==> src/rtl/priv_trap_sequencer.sv <==
// priv_trap_sequencer
//   Arbitrates pending exceptions and interrupts for the privileged unit and
//   sequences trap entry (drain -> flush/commit -> redirect) and xRET.
//
//   Optional feature macro: PRIV_TRAP_WFI_EN
//     Adds input wfi, output wfi_sleep and a SLEEP state that parks the
//     sequencer until an enabled interrupt is pending.
//
//   Ports
//     CLK, nRST                 clock (rising), async active-low reset
//     exc_valid                 synchronous exception flags, bit i = cause i
//     exc_pc, exc_tval          faulting PC and bad address/instruction
//     int_pending, int_enable   mip / mie
//     global_ie                 effective global interrupt enable
//     ex_mem_stall              pipeline not yet flushable
//     mret, sret                privilege-checked xRET retiring
//     tvec_base, tvec_mode      trap vector base and vectored-mode flag
//     mepc, sepc                xRET targets
//     pipe_flush                flush request (DRAIN, COMMIT)
//     trap_commit               1-cycle CSR commit pulse
//     trap_cause/is_intr/epc/tval  latched trap info, valid from COMMIT on
//     xret_commit               1-cycle mstatus restore pulse
//     insert_pc, priv_pc        1-cycle fetch redirect and its target
//     busy                      sequencer not idle
module priv_trap_sequencer #(
    parameter int XLEN      = 32,
    parameter int NUM_CAUSE = 16,
    localparam int CW       = $clog2(NUM_CAUSE)
) (
    input  logic                 CLK,
    input  logic                 nRST,
    input  logic [NUM_CAUSE-1:0] exc_valid,
    input  logic [XLEN-1:0]      exc_pc,
    input  logic [XLEN-1:0]      exc_tval,
    input  logic [NUM_CAUSE-1:0] int_pending,
    input  logic [NUM_CAUSE-1:0] int_enable,
    input  logic                 global_ie,
    input  logic                 ex_mem_stall,
    input  logic                 mret,
    input  logic                 sret,
    input  logic [XLEN-1:0]      tvec_base,
    input  logic                 tvec_mode,
    input  logic [XLEN-1:0]      mepc,
    input  logic [XLEN-1:0]      sepc,
`ifdef PRIV_TRAP_WFI_EN
    input  logic                 wfi,
    output logic                 wfi_sleep,
`endif
    output logic                 pipe_flush,
    output logic                 trap_commit,
    output logic [CW-1:0]        trap_cause,
    output logic                 trap_is_intr,
    output logic [XLEN-1:0]      trap_epc,
    output logic [XLEN-1:0]      trap_tval,
    output logic                 xret_commit,
    output logic                 insert_pc,
    output logic [XLEN-1:0]      priv_pc,
    output logic                 busy
);

    // Priority tables, highest first. Causes not listed fall back to
    // lowest-index-wins below every listed cause.
    localparam int NEXC = 14;
    localparam int NINT = 6;
    localparam int EXC_PRI [NEXC] = '{3, 12, 1, 2, 0, 8, 9, 11, 6, 4, 15, 13, 7, 5};
    localparam int INT_PRI [NINT] = '{11, 3, 7, 9, 1, 5};

    typedef enum logic [2:0] {
        IDLE     = 3'd0,
        DRAIN    = 3'd1,
        COMMIT   = 3'd2,
        REDIRECT = 3'd3,
        RET      = 3'd4
`ifdef PRIV_TRAP_WFI_EN
        , SLEEP  = 3'd5
`endif
    } state_t;

    state_t state;

    // Scan the fallback first, then the table from lowest to highest
    // priority so the highest listed pending cause overwrites last.
    function automatic logic [CW-1:0] pick_exc(input logic [NUM_CAUSE-1:0] v);
        logic [CW-1:0] sel;
        sel = '0;
        for (int i = NUM_CAUSE - 1; i >= 0; i--)
            if (v[i]) sel = CW'(i);
        for (int k = NEXC - 1; k >= 0; k--)
            if (EXC_PRI[k] < NUM_CAUSE && v[EXC_PRI[k]]) sel = CW'(EXC_PRI[k]);
        return sel;
    endfunction

    function automatic logic [CW-1:0] pick_int(input logic [NUM_CAUSE-1:0] v);
        logic [CW-1:0] sel;
        sel = '0;
        for (int i = NUM_CAUSE - 1; i >= 0; i--)
            if (v[i]) sel = CW'(i);
        for (int k = NINT - 1; k >= 0; k--)
            if (INT_PRI[k] < NUM_CAUSE && v[INT_PRI[k]]) sel = CW'(INT_PRI[k]);
        return sel;
    endfunction

    logic [NUM_CAUSE-1:0] int_elig;
    logic                 exc_any;
    logic                 int_any;
    logic [CW-1:0]        exc_sel;
    logic [CW-1:0]        int_sel;
    logic [XLEN-1:0]      vec_off;
    logic [XLEN-1:0]      trap_target;

    assign int_elig = int_pending & int_enable & {NUM_CAUSE{global_ie}};
    assign exc_any  = |exc_valid;
    assign int_any  = |int_elig;
    assign exc_sel  = pick_exc(exc_valid);
    assign int_sel  = pick_int(int_elig);

    // Vectored mode only offsets interrupts; the add wraps mod 2^XLEN.
    assign vec_off     = (tvec_mode && trap_is_intr) ? (XLEN'(trap_cause) << 2) : '0;
    assign trap_target = {tvec_base[XLEN-1:2], 2'b00} + vec_off;

    // Outputs are registered alongside the state: each transition writes the
    // output values belonging to the state being entered.
    always_ff @(posedge CLK or negedge nRST) begin
        if (!nRST) begin
            state        <= IDLE;
            pipe_flush   <= 1'b0;
            trap_commit  <= 1'b0;
            trap_cause   <= '0;
            trap_is_intr <= 1'b0;
            trap_epc     <= '0;
            trap_tval    <= '0;
            xret_commit  <= 1'b0;
            insert_pc    <= 1'b0;
            priv_pc      <= '0;
            busy         <= 1'b0;
`ifdef PRIV_TRAP_WFI_EN
            wfi_sleep    <= 1'b0;
`endif
        end else begin
            pipe_flush  <= 1'b0;
            trap_commit <= 1'b0;
            xret_commit <= 1'b0;
            insert_pc   <= 1'b0;
            priv_pc     <= '0;
            busy        <= 1'b1;
`ifdef PRIV_TRAP_WFI_EN
            wfi_sleep   <= 1'b0;
`endif
            case (state)
                IDLE: begin
                    if (exc_any || int_any) begin
                        // Exceptions always beat interrupts; a trap beats xRET.
                        trap_cause   <= exc_any ? exc_sel : int_sel;
                        trap_is_intr <= !exc_any;
                        trap_epc     <= exc_pc;
                        trap_tval    <= exc_any ? exc_tval : '0;
                        pipe_flush   <= 1'b1;
                        state        <= DRAIN;
                    end else if (mret || sret) begin
                        insert_pc   <= 1'b1;
                        xret_commit <= 1'b1;
                        priv_pc     <= mret ? mepc : sepc;
                        state       <= RET;
                    end
`ifdef PRIV_TRAP_WFI_EN
                    else if (wfi) begin
                        wfi_sleep <= 1'b1;
                        state     <= SLEEP;
                    end
`endif
                    else begin
                        busy <= 1'b0;
                    end
                end
                DRAIN: begin
                    pipe_flush <= 1'b1;
                    if (!ex_mem_stall) begin
                        trap_commit <= 1'b1;
                        state       <= COMMIT;
                    end
                end
                COMMIT: begin
                    insert_pc <= 1'b1;
                    priv_pc   <= trap_target;
                    state     <= REDIRECT;
                end
`ifdef PRIV_TRAP_WFI_EN
                SLEEP: begin
                    // Wake ignores global_ie; only an eligible interrupt traps.
                    if (|(int_pending & int_enable)) begin
                        if (int_any) begin
                            trap_cause   <= int_sel;
                            trap_is_intr <= 1'b1;
                            trap_epc     <= exc_pc;
                            trap_tval    <= '0;
                            pipe_flush   <= 1'b1;
                            state        <= DRAIN;
                        end else begin
                            busy  <= 1'b0;
                            state <= IDLE;
                        end
                    end else begin
                        wfi_sleep <= 1'b1;
                    end
                end
`endif
                default: begin
                    // REDIRECT and RET both last one cycle.
                    busy  <= 1'b0;
                    state <= IDLE;
                end
            endcase
        end
    end

endmodule

==> config.mk <==
export PLATFORM = sky130hd
export DESIGN_NAME = priv_trap_sequencer
export DESIGN_NICKNAME = d
export VERILOG_FILES = /design/src/rtl/priv_trap_sequencer.sv
export SDC_FILE = /design/constraint.sdc
export NUM_CORES = 1
export LEC_CHECK = 0
export BUFFER_PORTS_ARGS = -buffer_cell sky130_fd_sc_hd__buf_4
export CAP_MARGIN = 20
export CORE_UTILIZATION = 29
export DETAILED_ROUTE_END_ITERATION = 8
export GPL_ROUTABILITY_DRIVEN = 1
export PLACE_DENSITY = 0.6
export RECOVER_POWER = 25
export REMOVE_ABC_BUFFERS = 1
export SETUP_SLACK_MARGIN = 0.2
export SLEW_MARGIN = 25
export SYNTH_ARGS = -nofsm -noshare
export SYNTH_HDL_FRONTEND = slang
export SYNTH_SLANG_ARGS = --single-unit
export TNS_END_PERCENT = 30
==> constraint.sdc <==
create_clock -name CLK -period 2.5 [get_ports CLK]
set_clock_uncertainty 0.2 [all_clocks]
set_input_delay 0.375 -clock CLK [delete_from_list [all_inputs] [get_ports CLK]]
set_output_delay 0.375 -clock CLK [all_outputs]
set_load 0.02 [all_outputs]
# Word-level counts from Yosys, hierarchy flattened
# Index checks and enable logic that the tools add are counted.
dict set report totals {
  register_bits 109
  input_bits 215
  output_inout_bits 106
  wordCells 81
}
dict set report op_classes {
  add_sub_neg 1
  eq_ne 4
  muxes 53
  n_bitwise 2
  n_reduce_logical 10
}
# op count
set op_table {}
lappend op_table {{$mux 4} 33}
lappend op_table {{$mux 32} 4}
lappend op_table {{$pmux 32 s2} 1}
lappend op_table {{$add 32x6->32} 1}
lappend op_table {{$and 16x16->16} 2}
lappend op_table {{$reduce_or 16->1} 2}
lappend op_table {{$mux 3} 3}
lappend op_table {{$pmux 3 s3} 1}
lappend op_table {{$mux 1} 7}
lappend op_table {{$mux 6} 1}
lappend op_table {{$pmux 1 s2} 3}
lappend op_table {{$reduce_and 2->1} 2}
lappend op_table {{$eq 3x1->1 const B} 1}
lappend op_table {{$eq 3x2->1 const B} 1}
lappend op_table {{$logic_not 3->1} 1}
lappend op_table {{$ne 3x3->1 const B} 1}
lappend op_table {{$logic_or 1x1->1} 2}
lappend op_table {{$ne 2x2->1 const B} 1}
lappend op_table {{$reduce_or 2->1} 1}
lappend op_table {{$logic_and 1x1->1} 1}
lappend op_table {{$logic_not 1->1} 1}

# Depth between registers and ports, before layout
dict set report logic_depth {
  word_depth 19
  mapped_depth 10
  mapped_depth_nobuf 9
}

# Worst setup path before layout
# OpenSTA, ideal clock, no wires.
dict set report synth_path {
  kind {register to register}
  from {register trap_is_intr}
  to {register priv_pc[26]}
  setup_time_ns 0.087
  t_arrival_ns 2.610
  required_time_ns 2.213
  path_slack_ns -0.396
  path_stages_with_launch 11
  path_buffers 1
  synth_period_minus_slack_ns 2.896
  path_cell_list {dfrtp_1 > and3_1 > ha_1 > inv_1 > fa_1 > nor2b_1 > o21a_1 > o21ai_0 > clkbuf_1 > or4b_2 > o211ai_1}
}
dict set report synth_between {
  elab_chain_cells 4
}
# item line
set synth_rtl {}
lappend synth_rtl {{start: declaration} 52} ;# output logic trap_is_intr,
lappend synth_rtl {{start signal: assignment} 154} ;# trap_is_intr <= !exc_any;
lappend synth_rtl {{$logic_and 1x1->1} 118} ;# assign vec_off = (tvec_mode && trap_is_intr) ? (XLEN'(trap_cause) << 2) : '0;
lappend synth_rtl {{$mux 6} 118}
lappend synth_rtl {{$add 32x6->32} 119} ;# assign trap_target = {tvec_base[XLEN-1:2], 2'b00} + vec_off;
lappend synth_rtl {{$pmux 32 s2} 149} ;# case (state)
lappend synth_rtl {{end signal: assignment} 162} ;# priv_pc <= mret ? mepc : sepc;
lappend synth_rtl {{end signal: assignment} 184} ;# priv_pc <= trap_target;
lappend synth_rtl {{end: declaration} 57} ;# output logic [XLEN-1:0] priv_pc,
# No other way between the ends.
# A chain may end at the register's enable or synchronous reset.

# Worst setup path in the final report
dict set report layout_path {
  from {register trap_cause[0]}
  to {register priv_pc[22]}
}
dict set report layout_between {
  elab_chain_cells 3
}
# item line
set layout_rtl {}
lappend layout_rtl {{start: declaration} 51} ;# output logic [CW-1:0] trap_cause,
lappend layout_rtl {{start signal: assignment} 153} ;# trap_cause <= exc_any ? exc_sel : int_sel;
lappend layout_rtl {{$mux 6} 118}
lappend layout_rtl {{$add 32x6->32} 119}
lappend layout_rtl {{$pmux 32 s2} 149}
# No other way between the ends.

==> impl_metrics.ini <==
[synthesis]
yosys_warnings = 0
avgSynthCellArea_um2 = 10.5
ys_types = 62
yosysSeqAreaShare_pct = 46.4
postSynth.asyncResetShare_pct = 100
synth-edff-count = 0
synth-seq-cells = 109
synth_cells = 558
netlist_area_um2 = 5880
synth_flop_cell = dfrtp_1

[timing]
slew_headroom_pct = -3.65
rsz0062_at_grt = yes
post-route-period-util_pct = 99.6
finalCriticalPeriod_ns = 2.49
finalHoldViolations = 0
setup_viol = 0
worst_pin_slew_ns = 1.55
fmax_mhz = 402
slew_viol_final = 110

[layout]
n_antenna_cell = 0
syn2layout_area_growth_pct = 66.6
finish.utilization_pct = 49.8
final_cell_area_um2 = 9790
fillers = 1899
finalNetCount = 1150
drive_gt1_share_pct = 54.0

[min_path]
hp-start = exc_tval[3]
hold_path.class = input pin to register

[placed_design]
dpl.hpwl_um = 14800
portBuffers = 318
place_congestion = 0.817
dpl_cell_area_um2 = 8890

[detailed_routing]
drt_wl_total_um = 20100
wl_per_cell_um = 16.7
first_pass_iters = 4
drc = 0
initialDrtViolationCount = 195
viasPerCell = 4.84
drtAntennaViolNets = 0
via_count = 5809

[die]
start_util_pct = 29.9
floorplan.die_area_um2 = 20800
fp.dieW_um = 144
core_area_um2 = 19700
boundaryPins = 321
die_h_um = 144
rows = 51

[status]
status = complete, but fails checks
violations = capacitance limit, slew limit

[pwr]
p_sw_share_pct = 37.6
p_seq_share_pct = 30.7
p_total_w = 0.00922
power_density_nw_per_um2 = 942
p_int_w = 0.00575
p_comb_share_pct = 53.8
p_leak_nw = 4.82
p_clk_share_pct = 15.5
peakVddDrop_uv = 348
p_sw_w = 0.00347

[clock_tree]
numCtsBuffers = 9
cts_tree = yes
h-tree-depth = 3
clock-sinks = 109
clk-insertion-delay-late_ns = 0.35
clk_pin_slew_ns = 0.08
root_buffer = clkbuf_16
max-clock-path-buffers = 2

[grt]
grt-ovfl-total = 0
grt_pass1_vias = 5511
busiest_layer = met2
grtUsageMet1_pct = 23.0
grt_pass1_wl_um = 29200
antenna_found_initial = 0
gr-usage-all-layers_pct = 18.4
grt_max_degree = 110
met3_usage_pct = 3.34
use_met2_pct = 31.4

[setup_path]
crit_buf_inv = 2
slowest_delay_ns = 0.50
critical-path-top-delay-family = simple AND/OR/NAND/NOR gates
worstSetupStartpoint = trap_cause[0]$_DFFE_PN0P_
r2r_start = trap_cause[0]$_DFFE_PN0P_
start_kind = register
cp.required_ns = 2.57
end_kind = register
crit_arrival_ns = 2.56
cpMaxStageDelayCell = or4b_4
cp_max_fo = 5
path_cells = and3_1 > ha_2 > inv_2 > fa_2 > nor2b_1 > o21a_1 > o21ai_4 > buf_6 > or4b_4 > o211ai_1
crit_type = register to register

[flow_run]
maxCapViolCount = 1
per-layer routing:
layer | routed length, um | vias to the layer above
li1 | - | 2786
met1 | 8350 | 2799
met2 | 10000 | 206
met3 | 1330 | 18
met4 | 352 | 0
met5 | 0 | -
power groups by stage:
stage | clock, W | combinational, W | sequential, W
6_report | 0.00143 | 0.00496 | 0.00283
5_1_grt | 0.00156 | 0.00531 | 0.00292
4_1_cts | 0.00148 | 0.00488 | 0.00283
3_5_place_dp | 0 | 0.00434 | 0.00286
3_3_place_gp | 0 | 0.00431 | 0.00285
2_1_floorplan | 0 | 0.00153 | 0.00364
state kept, by name (all words and copies together) (netlist names):
register,cells
trap_is_intr,1
xret_commit,1
state,3
trap_commit,1
trap_epc,32
trap_cause,4
insert_pc,1
priv_pc,32
trap_tval,32
busy,1
pipe_flush,1
cells in the final DEF, fill, tap and decap left out, drive strengths merged, types with 14 or more instances in the layout:
| cell type | netlist | final |
|---|---|---|
| buf | 10 | 388 |
| clkbuf | 23 | 14 |
| dfrtp | 109 | 109 |
| inv | 47 | 50 |
| mux2 | 37 | 37 |
| mux2i | 33 | 33 |
| nand2 | 28 | 28 |
| nand3 | 41 | 41 |
| nor2 | 19 | 19 |
| o21ai | 38 | 38 |
| o22ai | 23 | 23 |
| xor2 | 18 | 18 |
final timing paths:
path / depth (start not counted) / endpoint / slack [ns]
max in group asynchronous: 3 / trap_cause[0]$_DFFE_PN0P_ / 0.24
setup reg to reg: 10 / priv_pc[22]$_DFF_PN0_ / 0.01
setup / recovery: 10 / priv_pc[22]$_DFF_PN0_ / 0.01
min in group asynchronous: 3 / trap_epc[5]$_DFFE_PN0P_ / 0.86
hold / removal: 3 / trap_tval[3]$_DFFE_PN0P_ / 0.05
hold reg to reg: 1 / trap_epc[17]$_DFFE_PN0P_ / 0.31
metrics by stage:
stage | setup WS, ns | TNS (ns) | hold WS (ns) | cells
2_1_floorplan | -2.16 | -176.43 | -0.121 | 525
3_3_place_gp | -0.253 | -20.80 | 0.299 | 1162
3_5_place_dp | -0.273 | -21.95 | 0.294 | 1162
4_1_cts | -0.00915 | -0.0102 | 0.0265 | 1197
5_1_grt | -0.104 | -4.55 | 0.0211 | 1200
6_report | 0.00990 | 0 | 0.0472 | 1200
synth_stat cells, types with 4 or more instances:
master       n  share of area (%)
o2111ai_1    5               0.75
a31oi_1      4               0.43
nor3_1      10               0.85
a21oi_1      8               0.68
o311ai_0     7                1.0
inv_1       47                3.0
and3_1      10                1.1
mux2i_1     33                5.6
nand2_1     28                1.8
nand3_1     41                3.5
o21ai_0     25                2.1
nor2_1      19                1.2
or4_1        6               0.77
dfrtp_1    109                 46
o211ai_1     8                1.0
a22oi_1      7               0.89
ha_1         4               0.85
clkbuf_1    23                1.5
o21ai_1     10               0.85
xor2_1      18                2.7
nand4_1     11                1.2
buf_6        5               0.96
mux2_4      36                9.2
o22ai_1     23                2.4
kinds of logic (layout without fill, tap and decap cells):
logic type | count (synthesis) | count (layout) | share of synthesized area [%]
simple gates | 151 | 151 | 14.2
buf+inv | 80 | 457 | 5.81
fa+ha+maj | 5 | 5 | 1.19
compound gates | 122 | 122 | 14.2
flops | 109 | 109 | 46.4
xor+xnor | 21 | 21 | 3.13
mux | 70 | 70 | 15.0
what timing repair did:
action                     CTS  global route
pin swaps                   43            31
setup endpoints to repair   77           105
resized for setup           82            19
hold endpoints to repair   110             0
hold buffers                 2             0
cloned                       5             2
setup buffers               12             1
worst min-delay path, cell delays in order:
cell,delay [ns]
buf_4,0.08
nand3_1,0.05
o21ai_0,0.06
final cells by class:
cell class	instances	area (um^2)	area share, %
clock buffers	10	239	2.44
clock inverters	6	53.8	0.550
inverters	47	176	1.80
multi-input cells	369	3060	31.2
flip-flops and latches	109	2730	27.9
well taps	265	332	3.39
repair buffers	394	3200	32.7
(Power assumes the default switching activity.)
